===== src/rtl/maddadd_result_axis.sv =====
// mAddAdd QTree result stage: times a run, captures the tagged result,
// and reports status/latency and value as a two-beat AXI-Stream packet.
module maddadd_result_axis #(
   parameter int          CNT_W   = 32,
   parameter int unsigned TIMEOUT = 65536
) (
   input  logic        clk,
   input  logic        aresetn,
   input  logic        in_tvalid,
   input  logic        in_tready,
   input  logic [31:0] result_data,
   output logic        result_ready,
   output logic [63:0] m_axis_tdata,
   output logic        m_axis_tvalid,
   input  logic        m_axis_tready,
   output logic        m_axis_tlast,
   output logic        busy,
   output logic        done,
   input  logic        clear
);

   typedef enum logic [2:0] {
      IDLE, RUN, SEND0, SEND1, DONE
   } state_t;

   localparam logic [CNT_W-1:0] TO = CNT_W'(TIMEOUT);

   state_t             state_q, state_d;
   logic [CNT_W-1:0]   cnt, cnt_inc, lat;
   logic [30:0]        val;
   logic [7:0]         status;
   logic [31:0]        lat32;
   logic               rv_q, res_edge, start;
   logic               cap_res, cap_to;

   assign start    = in_tvalid & in_tready;
   assign res_edge = result_data[0] & ~rv_q;
   assign cnt_inc  = (&cnt) ? cnt : cnt + 1'b1;

   generate
      if (CNT_W >= 32) begin : g_lat_trunc
         assign lat32 = lat[31:0];
      end else begin : g_lat_ext
         assign lat32 = {{(32-CNT_W){1'b0}}, lat};
      end
   endgenerate

   always_ff @(posedge clk or negedge aresetn) begin
      if (!aresetn) state_q <= IDLE;
      else          state_q <= state_d;
   end

   always_comb begin
      state_d = state_q;
      cap_res = 1'b0;
      cap_to  = 1'b0;
      unique case (state_q)
         IDLE:  if (start) state_d = RUN;
         RUN: begin
            if (res_edge) begin
               cap_res = 1'b1;
               state_d = SEND0;
            end else if (cnt_inc == TO) begin
               cap_to  = 1'b1;
               state_d = SEND0;
            end
         end
         SEND0: if (m_axis_tready) state_d = SEND1;
         SEND1: if (m_axis_tready) state_d = DONE;
         DONE:  if (clear) state_d = IDLE;
         default: state_d = IDLE;
      endcase
   end

   always_ff @(posedge clk or negedge aresetn) begin
      if (!aresetn) begin
         cnt    <= '0;
         rv_q   <= 1'b0;
         lat    <= '0;
         val    <= '0;
         status <= '0;
      end else begin
         rv_q <= result_data[0];
         if (state_q == IDLE && start) begin
            cnt <= '0;
         end else if (state_q == RUN && !cap_res && !cap_to) begin
            cnt <= cnt_inc;
         end
         if (cap_res) begin
            val    <= result_data[31:1];
            lat    <= cnt_inc;
            status <= 8'h01;
         end else if (cap_to) begin
            val    <= '0;
            lat    <= TO;
            status <= 8'h02;
         end
      end
   end

   // Outputs decode registered state only, so they drop with reset.
   assign result_ready  = (state_q == RUN);
   assign m_axis_tvalid = (state_q == SEND0) | (state_q == SEND1);
   assign m_axis_tlast  = (state_q == SEND1);
   assign busy          = (state_q == RUN) | m_axis_tvalid;
   assign done          = (state_q == DONE);

   always_comb begin
      m_axis_tdata = '0;
      if (state_q == SEND0) m_axis_tdata = {status, 24'd0, lat32};
      else if (state_q == SEND1) m_axis_tdata = {33'd0, val};
   end

endmodule


===== config.mk =====
export PLATFORM = sky130hd
export DESIGN_NAME = maddadd_result_axis
export DESIGN_NICKNAME = d
export VERILOG_FILES = /design/src/rtl/maddadd_result_axis.sv
export SDC_FILE = /design/constraint.sdc
export NUM_CORES = 1
export LEC_CHECK = 0
export ABC_AREA = 1
export BUFFER_PORTS_ARGS = -buffer_cell sky130_fd_sc_hd__buf_2
export CAP_MARGIN = 10
export CORE_ASPECT_RATIO = 1.2
export CORE_MARGIN = 3
export CORE_UTILIZATION = 52
export CTS_CLUSTER_DIAMETER = 40
export DETAILED_ROUTE_END_ITERATION = 7
export PLACE_DENSITY = 0.75
export SLEW_MARGIN = 0
export SYNTH_ARGS = -nofsm -noshare
export SYNTH_HDL_FRONTEND = slang
export SYNTH_SLANG_ARGS = --single-unit

===== constraint.sdc =====
create_clock -name clk -period 2.5 [get_ports clk]
set_clock_uncertainty 0.05 [all_clocks]
set_input_delay 0.375 -clock clk [delete_from_list [all_inputs] [get_ports clk]]
set_output_delay 0.375 -clock clk [all_outputs]
set_load 0.01 [all_outputs]

==> impl_metrics.py, run 1 <==
metrics = {
    "run_status": {
        "outcome": "finished with violations",
        "violations": "setup timing",
    },
    "cts": {
        "clockRootBuffer": "clkbuf_16",
        "htreeDepth": 3,
        "clk_latency_ns": 0.36,
        "cts_tree": "yes",
        "clockBufferDepth": 2,
        "clock_sinks": 101,
        "clk_pin_slew_worst_paths_ns": 0.08,
        "cts_buffers": 9,
    },
    "global_route": {
        "grt_pass1_vias": 6195,
        "grt.busiest_layer": "met2",
        "grt_use_met1_pct": 40.0,
        "antenna_found_initial": 0,
        "gr-total-overflow": 0,
        "grt_max_degree": 66,
        "grt_use_met2_pct": 47.9,
        "use_met3_pct": 4.41,
        "track_usage_pct": 29.8,
        "grt_first_pass_wirelength_um": 31700,
    },
    "timing": {
        "max_freq_ghz": 0.379,
        "min_period_ns": 2.64,
        "fin_ws_ns": -0.139,
        "hold_violations": 0,
        "rsz0062_at_grt": "true",
        "fin_crit_sh_pct": 106,
        "timing.slew.headroom_pct": 49.9,
        "tightest_slew_ns": 0.747,
        "drv_slew": 0,
        "finalSetupViolations": 100,
        "fin_hold_ws_ns": 0.0972,
    },
    "logic_synthesis": {
        "ys_ff_latch": 101,
        "synth_area_leaders": "dfrtp_1 (40%), nand2_1 (20%), nand3_1 (11%)",
        "synth_edf_count": 0,
        "synth_flop_cell": "dfrtp_1",
        "netlist_instances": 886,
        "yosysMostFrequentCell": "nand2_1",
        "ys_seq_area_share_pct": 40.4,
        "synthArstFlopShare_pct": 100,
        "syn_area_um2": 6250,
        "yosysWarningCount": 0,
        "yosys.cell_types.count": 29,
        "synth.avg_cell_area_um2": 7.06,
        "synth_top_area_cell": "dfrtp_1",
        "synthTopCellsByCount": "nand2_1 (339), nand3_1 (136), dfrtp_1 (101), nor2_1 (90), inv_1 (48)",
        "synth_top_area_share_pct": 40.4,
    },
    "drt": {
        "drt-pass1-iter-count": 6,
        "routed_via_density": 5.53,
        "postRouteAntennaNets": 0,
        "wl_um": 21200,
        "drc_errors": 0,
        "drt_iter0_drc": 693,
        "via_count": 6788,
        "wl_per_cell_um": 17.2,
    },
    "setup_path": {
        "cp_slowest_stage_delay_ns": 0.42,
        "worstSetupEndpointType": "flip-flop",
        "crit_type": "reg2reg",
        "rr_worst_depth": 18,
        "worstPathCellList": "buf_6 -> inv_2 -> nor2_2 -> nand2_2 -> nor2_4 -> nor2_1 -> nor2_1 -> buf_4 -> buf_4 -> nand4_1 -> nor2_2 -> nand2_1 -> nor2_2 -> nand3_4 -> buf_12 -> clkbuf_16 -> nand3_1 -> nand2_1",
        "crit_family": "simple AND/OR/NAND/NOR gates",
        "timing.rr.start": "cnt[0]",
        "reg2reg_to": "val[17]",
        "r2r_slack_ns": -0.14,
        "cp.depth": 18,
        "cpMaxStageDelayCell": "dfrtp_2",
        "crit_end": "val[17]",
        "cp_num_buf_inv": 6,
        "cp_max_fo": 7,
        "worstSetupStartpoint": "cnt[0]",
        "cpMostUsedCell": "nor2_2",
        "required_ns": 2.69,
        "cp-start-kind": "flip-flop",
        "worstPathArrival_ns": 2.83,
    },
    "final_layout": {
        "finalNetCount": 1105,
        "antenna_cells": 0,
        "drive_gt1_share_pct": 32.5,
        "nFillCells": 874,
        "final_util_pct": 73.8,
        "area_growth_pct": 37.7,
    },
    "placed_design": {
        "port_buffers": 76,
        "dp_slack_ns": -0.0846,
        "routabilityCongestion": 1.06,
        "hpwl_um": 13500,
    },
    "job": {
        "drv_cap": 0,
    },
    "power_and_ir_drop": {
        "total_leakage_power_nw": 4.62,
        "p_total_w": 0.00612,
        "powerDensity_nw_per_um2": 710,
        "ir_drop_uv": 447,
    },
    "floorplan": {
        "num_io_pins": 107,
        "initial_utilization_pct": 53.6,
        "die_w_um": 106,
        "dieHeight_um": 126,
        "core_um2": 11700,
        "fp-row-count": 43,
        "die-area_um2": 13400,
    },
    "worst_hold_path": {
        "hp-class": "in2reg",
    },
}
==> power by group <==
| group | total, W | switching [W] | internal, W |
|---|---|---|---|
| sequential | 0.00219 | 0.000231 | 0.00196 |
| clock | 0.00141 | 0.000696 | 0.000710 |
| combinational | 0.00252 | 0.00157 | 0.000950 |
==> how the worst min path moves through the flow <==
stage                   start  endpoint  depth (start not counted)
2_1_floorplan         aresetn    cnt[0]                          0
3_3_place_gp          aresetn   val[27]                          1
3_5_place_dp          aresetn   val[27]                          1
4_1_cts        result_data[0]      rv_q                          1
5_1_grt        result_data[0]      rv_q                          1
6_report       result_data[0]      rv_q                          1
==> cells in the final DEF, fill, tap and decap left out, types with 2 or more instances in the layout <==
| cell | count |
|---|---|
| conb_1 | 30 |
| buf_6 | 13 |
| nor2_4 | 11 |
| nor3_1 | 4 |
| buf_2 | 75 |
| inv_2 | 11 |
| nand3_2 | 12 |
| nor2_2 | 32 |
| o21ai_1 | 5 |
| a32o_1 | 31 |
| clkbuf_16 | 14 |
| clkinv_8 | 2 |
| clkinv_4 | 2 |
| nand3_4 | 11 |
| dfrtp_2 | 7 |
| inv_8 | 2 |
| o21ai_0 | 2 |
| buf_8 | 2 |
| dfrtp_1 | 94 |
| buf_4 | 105 |
| xnor2_1 | 5 |
| buf_16 | 2 |
| inv_1 | 39 |
| nand3_1 | 114 |
| nand2_1 | 315 |
| buf_12 | 10 |
| nand2_2 | 23 |
| nand3b_1 | 13 |
| nand4_1 | 12 |
| inv_6 | 2 |
| nor2_1 | 54 |
| nand2_4 | 4 |
==> kinds of logic (layout without fill, tap and decap cells) <==
kind of cell    count (synthesis)  in the layout  share of synthesized area (%)
compound gates                 40             40                           5.74
xor+xnor                        6              6                          0.840
fa+ha+maj                       1              1                          0.200
buf+inv                       128            284                           11.1
flops                         101            101                           40.4
other cells                     1             30                         0.0600
simple gates                  609            609                           41.7
==> metal layers <==
layer  routed length [um]  vias to the layer above  share of wire (%)
met4                 1110                        0                5.2
met5                    0                        -                  0
met2                10100                      343                 48
met3                 1360                       85                6.4
li1                     -                     3187                  -
met1                 8640                     3173                 41
==> repair_timing <==
action / 4_1_cts / 5_1_grt
pin swaps: 11 / 30
resized for setup: 58 / 102
setup endpoints to repair: 98 / 100
hold buffers: 1 / 0
cloned: 4 / 7
endpoints found under the hold margin: 34 / 0
buffers inserted: 25 / 11
==> per-stage QoR <==
step	std cells	TNS (ns)	cell area, um^2
after detailed placement	1168	-4.94	7270
after floorplan	915	0	6360
after global placement	1168	-6.01	7270
after global routing	1228	-22.70	8610
final	1228	-9.61	8610
after CTS	1214	-0.00706	8150
==> worst reg2reg max path, cell delays in order, from the launching register on <==
cell and delay, ns:
dfrtp_2 0.42, buf_6 0.13, inv_2 0.04, nor2_2 0.13, nand2_2 0.11, nor2_4 0.12
nor2_1 0.05, nor2_1 0.09, buf_4 0.13, buf_4 0.12, nand4_1 0.10, nor2_2 0.11
nand2_1 0.08, nor2_2 0.19, nand3_4 0.14, buf_12 0.19, clkbuf_16 0.17, nand3_1 0.07
nand2_1 0.09
==> state kept, by name, summed over array words and instances (netlist names) <==
register and cells:
cnt 32, status 2, lat 32, rv_q 1, val 31, state_q 3
==> final cells by class <==
class,instances,area [um^2],area share (%)
multi-input cells,686,3560,41.4
well taps,157,196,2.28
clock buffers,9,225,2.61
flip-flops and latches,101,2540,29.4
repair buffers,214,1760,20.5
clock inverters,7,78.8,0.915
repair inverters,2,27.5,0.320
inverters,52,224,2.60
(Power assumes the default switching activity.)
==> run 2: changes to the inputs <==
--- a/config.mk
+++ b/config.mk
@@ -5,7 +5,6 @@
 export SDC_FILE = /design/constraint.sdc
 export NUM_CORES = 1
 export LEC_CHECK = 0
-export ABC_AREA = 1
 export BUFFER_PORTS_ARGS = -buffer_cell sky130_fd_sc_hd__buf_2
 export CAP_MARGIN = 10
 export CORE_ASPECT_RATIO = 1.2
==> impl_metrics.py, run 2 <==
metrics = {
    "final_layout": {
        "area_growth_pct": 40.9,
        "reg.largest.list": "cnt: 32 flops, lat: 32 flops, val: 31 flops",
        "antenna_cells": 0,
        "finalNetCount": 1000,
        "final_cell_mix": "buf_4 (163), nand2_1 (131), dfrtp_1 (99), buf_2 (75), nor2_1 (61)",
        "layout_commonest_cell": "buf_4",
        "drive_gt1_share_pct": 37.4,
    },
    "logic_synthesis": {
        "syn_area_um2": 6310,
        "netlist_instances": 744,
        "synth_area_leaders": "dfrtp_1 (40%), nand2_1 (7.9%), mux2i_1 (7.6%)",
        "synthTopCellsByCount": "nand2_1 (132), dfrtp_1 (101), nor2_1 (64), mux2i_1 (48), clkbuf_1 (37)",
        "yosysWarningCount": 0,
        "yosys.cell_types.count": 60,
        "synthArstFlopShare_pct": 100,
        "synth_flop_cell": "dfrtp_1",
        "yosysMostFrequentCell": "nand2_1",
        "ys_ff_latch": 101,
        "synth.avg_cell_area_um2": 8.48,
        "synth_edf_count": 0,
        "synth_top_area_share_pct": 40.1,
        "synth_top_area_cell": "dfrtp_1",
        "ys_seq_area_share_pct": 40.1,
    },
    "global_route": {
        "gr-total-overflow": 0,
        "track_usage_pct": 31.0,
        "antenna_found_initial": 0,
        "grt_pass1_vias": 6231,
        "grt_max_degree": 74,
        "grt_first_pass_wirelength_um": 32700,
    },
    "timing": {
        "fin_ws_ns": -0.722,
        "tns_ns": -61.69,
        "drv_slew": 0,
        "fin_crit_sh_pct": 129,
        "fin_hold_ws_ns": 0.101,
        "rsz0062_at_grt": "true",
        "tightest_slew_ns": 0.578,
        "hold_violations": 0,
        "finalSetupViolations": 97,
        "max_freq_ghz": 0.310,
        "min_period_ns": 3.22,
        "timing.slew.headroom_pct": 61.1,
    },
    "floorplan": {
        "core_um2": 11700,
        "num_io_pins": 107,
        "fp-row-count": 43,
        "die_w_um": 107,
        "die-area_um2": 13500,
        "initial_utilization_pct": 53.8,
        "dieHeight_um": 127,
    },
    "placed_design": {
        "port_buffers": 76,
        "routabilityCongestion": 1.00,
        "hpwl_um": 15600,
        "dp_slack_ns": -0.928,
    },
    "drt": {
        "wl_per_cell_um": 19.4,
        "via_count": 6522,
        "wl_um": 21800,
        "drc_errors": 0,
        "postRouteAntennaNets": 0,
        "drt-pass1-iter-count": 5,
        "drt_iter0_drc": 589,
        "routed_via_density": 5.81,
    },
    "power_and_ir_drop": {
        "p_sw_w": 0.00217,
        "total_leakage_power_nw": 4.25,
        "p_total_w": 0.00597,
        "p_int_w": 0.00380,
        "combPwrFrac_pct": 37.2,
        "seq_power_share_pct": 36.6,
        "swShare_pct": 36.3,
        "powerDensity_nw_per_um2": 672,
        "p_clk_share_pct": 26.2,
        "ir_drop_uv": 425,
    },
    "setup_path": {
        "required_ns": 2.69,
        "cpMostUsedCell": "buf_4",
        "cp_slowest_stage_delay_ns": 0.38,
        "crit_type": "reg2reg",
        "crit_family": "simple AND/OR/NAND/NOR gates",
        "cp_max_fo": 9,
        "worstPathCellList": "buf_4 -> nand4_1 -> buf_4 -> nor2_4 -> a31oi_2 -> a2111oi_4 -> buf_4 -> nand4_1 -> nor4_4 -> and3_4 -> buf_4 -> clkbuf_16 -> o21ai_2",
        "cp_num_buf_inv": 5,
        "worstPathArrival_ns": 3.42,
        "cp-start-kind": "flip-flop",
        "cpMaxStageDelayCell": "dfrtp_1",
        "worstSetupEndpointType": "flip-flop",
    },
    "cts": {
        "clk_latency_ns": 0.36,
        "cts_tree": "yes",
        "cts_buffers": 9,
        "clockRootBuffer": "clkbuf_16",
        "clockBufferDepth": 2,
        "clk_pin_slew_worst_paths_ns": 0.08,
        "clock_sinks": 101,
        "htreeDepth": 3,
    },
    "run_status": {
        "outcome": "finished with violations",
        "violations": "setup timing",
    },
    "worst_hold_path": {
        "hp-class": "in2reg",
    },
    "job": {
        "drv_cap": 0,
    },
}
==> run 2: logic make-up (layout without fill, tap and decap cells) <==
logic type	Yosys count	in the layout	synth area share [%]
AOI/OAI and AO/OA	149	149	15.8
xor gates and xnor gates	17	17	2.36
adders and majority gates	1	1	0.198
buffers and inverters	98	291	8.39
DFF	101	101	40.1
muxes	49	49	7.80
other	1	30	0.0595
and+or+nand+nor	328	328	25.3
==> run 2: final timing paths <==
check / slack (ns) / endpoint / startpoint / cells after the start
max: -0.72 / val[18] / cnt[12] / 13
min: 0.10 / rv_q / result_data[0] / 1
max reg2reg: -0.72 / val[18] / cnt[12] / 13
min reg2reg: 0.45 / status[1] / status[1] / 1
max in group asynchronous: 1.17 / cnt[25] / aresetn / 3
min in group asynchronous: 0.50 / val[7] / aresetn / 2
==> run 2: area by class of cell <==
cell class	count	area, um^2
clock buffers	9	225
repair buffers	266	2020
flip-flops and latches	101	2530
fillers	877	2840
well taps	157	196
clock inverters	7	106
multi-input cells	574	3770
inverters	9	33.8
==> run 2: metrics by stage <==
step	std cells	util [%]	instance area (um^2)
2_1_floorplan	773	-	6530
3_5_place_dp	1077	66.7	7820
3_3_place_gp	1077	66.7	7820
4_1_cts	1107	71.7	8410
5_1_grt	1123	75.8	8880
6_report	1123	75.8	8880
==> run 2: routing by layer <==
| metal | share of wire [%] | vias up | GRT usage, % |
|---|---|---|---|
| met5 | 0 | - | 0 |
| met4 | 3.1 | 0 | 11.7 |
| met3 | 6.7 | 46 | 5.14 |
| met2 | 50 | 303 | 50.4 |
| met1 | 41 | 3152 | 41.9 |
| li1 | - | 3021 | - |
==> run 2: worst register-to-register path, cell delays in order, from the launching register on <==
cell and delay (ns):
dfrtp_1 0.38, buf_4 0.16, nand4_1 0.23, buf_4 0.24, nor2_4 0.17, a31oi_2 0.15, a2111oi_4 0.36, buf_4 0.16
nand4_1 0.16, nor4_4 0.33, and3_4 0.37, buf_4 0.17, clkbuf_16 0.13, o21ai_2 0.05
==> run 2: repair_timing <==
item | 4_1_cts | 5_1_grt
pin swaps | 15 | 20
gates resized for setup | 28 | 67
hold buffers | 1 | 0
hold endpoints to repair | 41 | 0
setup endpoints to repair | 97 | 97
cloned | 0 | 3
setup buffers | 13 | 14
==> run 2: power groups by stage <==
stage,logic [W],registers (W),clock network (W)
6_report,0.00222,0.00219,0.00157
5_1_grt,0.00239,0.00222,0.00165
4_1_cts,0.00198,0.00218,0.00158
3_5_place_dp,0.00192,0.00220,0
3_3_place_gp,0.00185,0.00218,0
2_1_floorplan,0.00129,0.00213,0
==> run 3: changes to the inputs <==
--- a/config.mk
+++ b/config.mk
@@ -5,14 +5,15 @@
 export SDC_FILE = /design/constraint.sdc
 export NUM_CORES = 1
 export LEC_CHECK = 0
-export BUFFER_PORTS_ARGS = -buffer_cell sky130_fd_sc_hd__buf_2
 export CAP_MARGIN = 10
 export CORE_ASPECT_RATIO = 1.2
 export CORE_MARGIN = 3
-export CORE_UTILIZATION = 52
+export CORE_UTILIZATION = 55
+export CTS_BUF_LIST = sky130_fd_sc_hd__clkbuf_8
 export CTS_CLUSTER_DIAMETER = 40
 export DETAILED_ROUTE_END_ITERATION = 7
-export PLACE_DENSITY = 0.75
+export DONT_BUFFER_PORTS = 1
+export PLACE_DENSITY = 0.7
 export SLEW_MARGIN = 0
 export SYNTH_ARGS = -nofsm -noshare
 export SYNTH_HDL_FRONTEND = slang
==> impl_metrics.py, run 3 (same netlist as run 2, synthesis figures left out) <==
metrics = {
    "run_status": {
        "outcome": "finished with violations",
        "violations": "hold timing, setup timing",
    },
    "floorplan": {
        "dieHeight_um": 123,
        "core_um2": 11100,
        "num_io_pins": 107,
        "die_w_um": 104,
        "fp-row-count": 42,
        "initial_utilization_pct": 56.6,
        "die-area_um2": 12800,
    },
    "final_layout": {
        "final_util_pct": 78.4,
        "area_growth_pct": 38.6,
        "layout_commonest_cell": "buf_4",
        "nFillCells": 774,
        "finalNetCount": 928,
        "final_cell_mix": "buf_4 (157), nand2_1 (131), dfrtp_1 (99), nor2_1 (61), mux2i_1 (44)",
        "antenna_cells": 0,
        "reg.largest.list": "cnt: 32 flops, lat: 32 flops, val: 31 flops",
        "drive_gt1_share_pct": 36.8,
        "layoutNonFillerInstCount": 1048,
    },
    "setup_path": {
        "cp_slowest_stage_delay_ns": 0.59,
        "cpMaxStageDelayCell": "or4_4",
        "cp_num_buf_inv": 3,
        "crit_type": "reg2reg",
        "required_ns": 2.70,
        "worstPathCellList": "buf_6 -> nand4_1 -> or4_4 -> o31a_1 -> nor3_4 -> o2111ai_2 -> nor4_4 -> and3_4 -> buf_6 -> buf_12 -> o22ai_2",
        "crit_family": "simple AND/OR/NAND/NOR gates",
        "worstPathArrival_ns": 3.38,
        "cp_max_fo": 8,
        "cpMostUsedCell": "buf_6",
        "worstSetupEndpointType": "flip-flop",
        "cp-start-kind": "flip-flop",
        "r2r_slack_ns": -0.67,
    },
    "timing": {
        "max_freq_ghz": 0.315,
        "rsz0062_at_grt": "true",
        "fin_ws_ns": -0.673,
        "fin_crit_sh_pct": 127,
        "min_period_ns": 3.17,
        "hold_violations": 101,
        "timing.slew.headroom_pct": 60.0,
        "drv_slew": 0,
        "finalSetupViolations": 97,
        "fin_hold_ws_ns": -0.374,
        "tightest_slew_ns": 0.594,
    },
    "power_and_ir_drop": {
        "powerDensity_nw_per_um2": 654,
        "total_leakage_power_nw": 3.94,
        "ir_drop_uv": 514,
    },
    "cts": {
        "cts_tree": "yes",
        "clockRootBuffer": "clkbuf_8",
        "clk_pin_slew_worst_paths_ns": 0.10,
        "ctsHoldBuffers": 1,
        "clock_sinks": 101,
        "cts_buffers": 9,
        "clockBufferDepth": 2,
        "htreeDepth": 3,
        "clk_latency_ns": 0.39,
    },
    "drt": {
        "drc_errors": 0,
        "postRouteAntennaNets": 0,
        "wl_per_cell_um": 21.5,
        "via_count": 6507,
        "wl_um": 22600,
        "routed_via_density": 6.21,
        "drt_iter0_drc": 598,
        "drt-pass1-iter-count": 6,
    },
    "global_route": {
        "grt_max_degree": 102,
        "grt_pass1_vias": 5947,
        "antenna_found_initial": 0,
        "gr-total-overflow": 0,
        "grt_first_pass_wirelength_um": 32400,
        "track_usage_pct": 32.7,
    },
    "worst_hold_path": {
        "hp-class": "in2async",
    },
    "job": {
        "drv_cap": 0,
    },
    "placed_design": {
        "routabilityCongestion": 0.964,
        "dp_slack_ns": -0.843,
        "dp_cells": 995,
        "hpwl_um": 15100,
        "port_buffers": 0,
    },
}
[run 3: final timing paths]
check,start,to,cells after the start
setup / recovery,cnt[13],lat[5],11
hold / removal,aresetn,lat[31],0
setup reg to reg,cnt[13],lat[5],11
hold reg to reg,status[1],status[1],1
max in group asynchronous,aresetn,cnt[1],0
min in group clk,result_data[5],val[4],2
[run 3: worst register-to-register path, stage by stage (launching register included)]
cell	delay [ns]
dfrtp_1	0.40
buf_6	0.14
nand4_1	0.16
or4_4	0.59
o31a_1	0.29
nor3_4	0.24
o2111ai_2	0.18
nor4_4	0.32
and3_4	0.29
buf_6	0.15
buf_12	0.15
o22ai_2	0.09
[run 3: metrics by stage]
stage / total power, W / cell area [um^2] / setup TNS, ns
final: 0.00571 / 8740 / -59.36
after global routing: 0.00597 / 8740 / -71.46
after CTS: 0.00543 / 8060 / -54.12
after detailed placement: 0.00399 / 7420 / -66.44
after global placement: 0.00392 / 7420 / -67.81
after floorplan: 0.00342 / 6530 / -35.31
[run 3: area by class of cell]
type / instances / area [um^2] / share of cell area [%]
Multi-Input combinational cell: 574 / 4010 / 45.9
Tap cell: 154 / 193 / 2.20
Clock inverter: 6 / 85.1 / 0.974
Clock buffer: 10 / 138 / 1.57
Timing Repair Buffer: 194 / 1750 / 20.0
Inverter: 9 / 33.8 / 0.387
Sequential cell: 101 / 2530 / 28.9
[run 3: metal layers]
layer	GRT usage, %	vias to the layer above	part of all wire, %
li1	-	2885	-
met1	42.9	3180	40
met2	53.8	357	49
met3	5.54	85	7.1
met4	14.9	0	4.5
met5	0	-	0
[run 3: what timing repair did]
item,4_1_cts,5_1_grt
gates resized for setup,49,92
gates cloned,3,7
endpoints found under the setup margin,97,97
endpoints found under the hold margin,102,101
setup buffers,16,13
pin swaps,29,26
[run 3: where the power goes]
group	switching [W]	leakage [nW]	internal (W)
Clock	0.000611	0.120	0.000593
Combinational	0.00134	2.47	0.000997
Sequential	0.000214	1.35	0.00196
Total	0.00217	3.94	0.00355
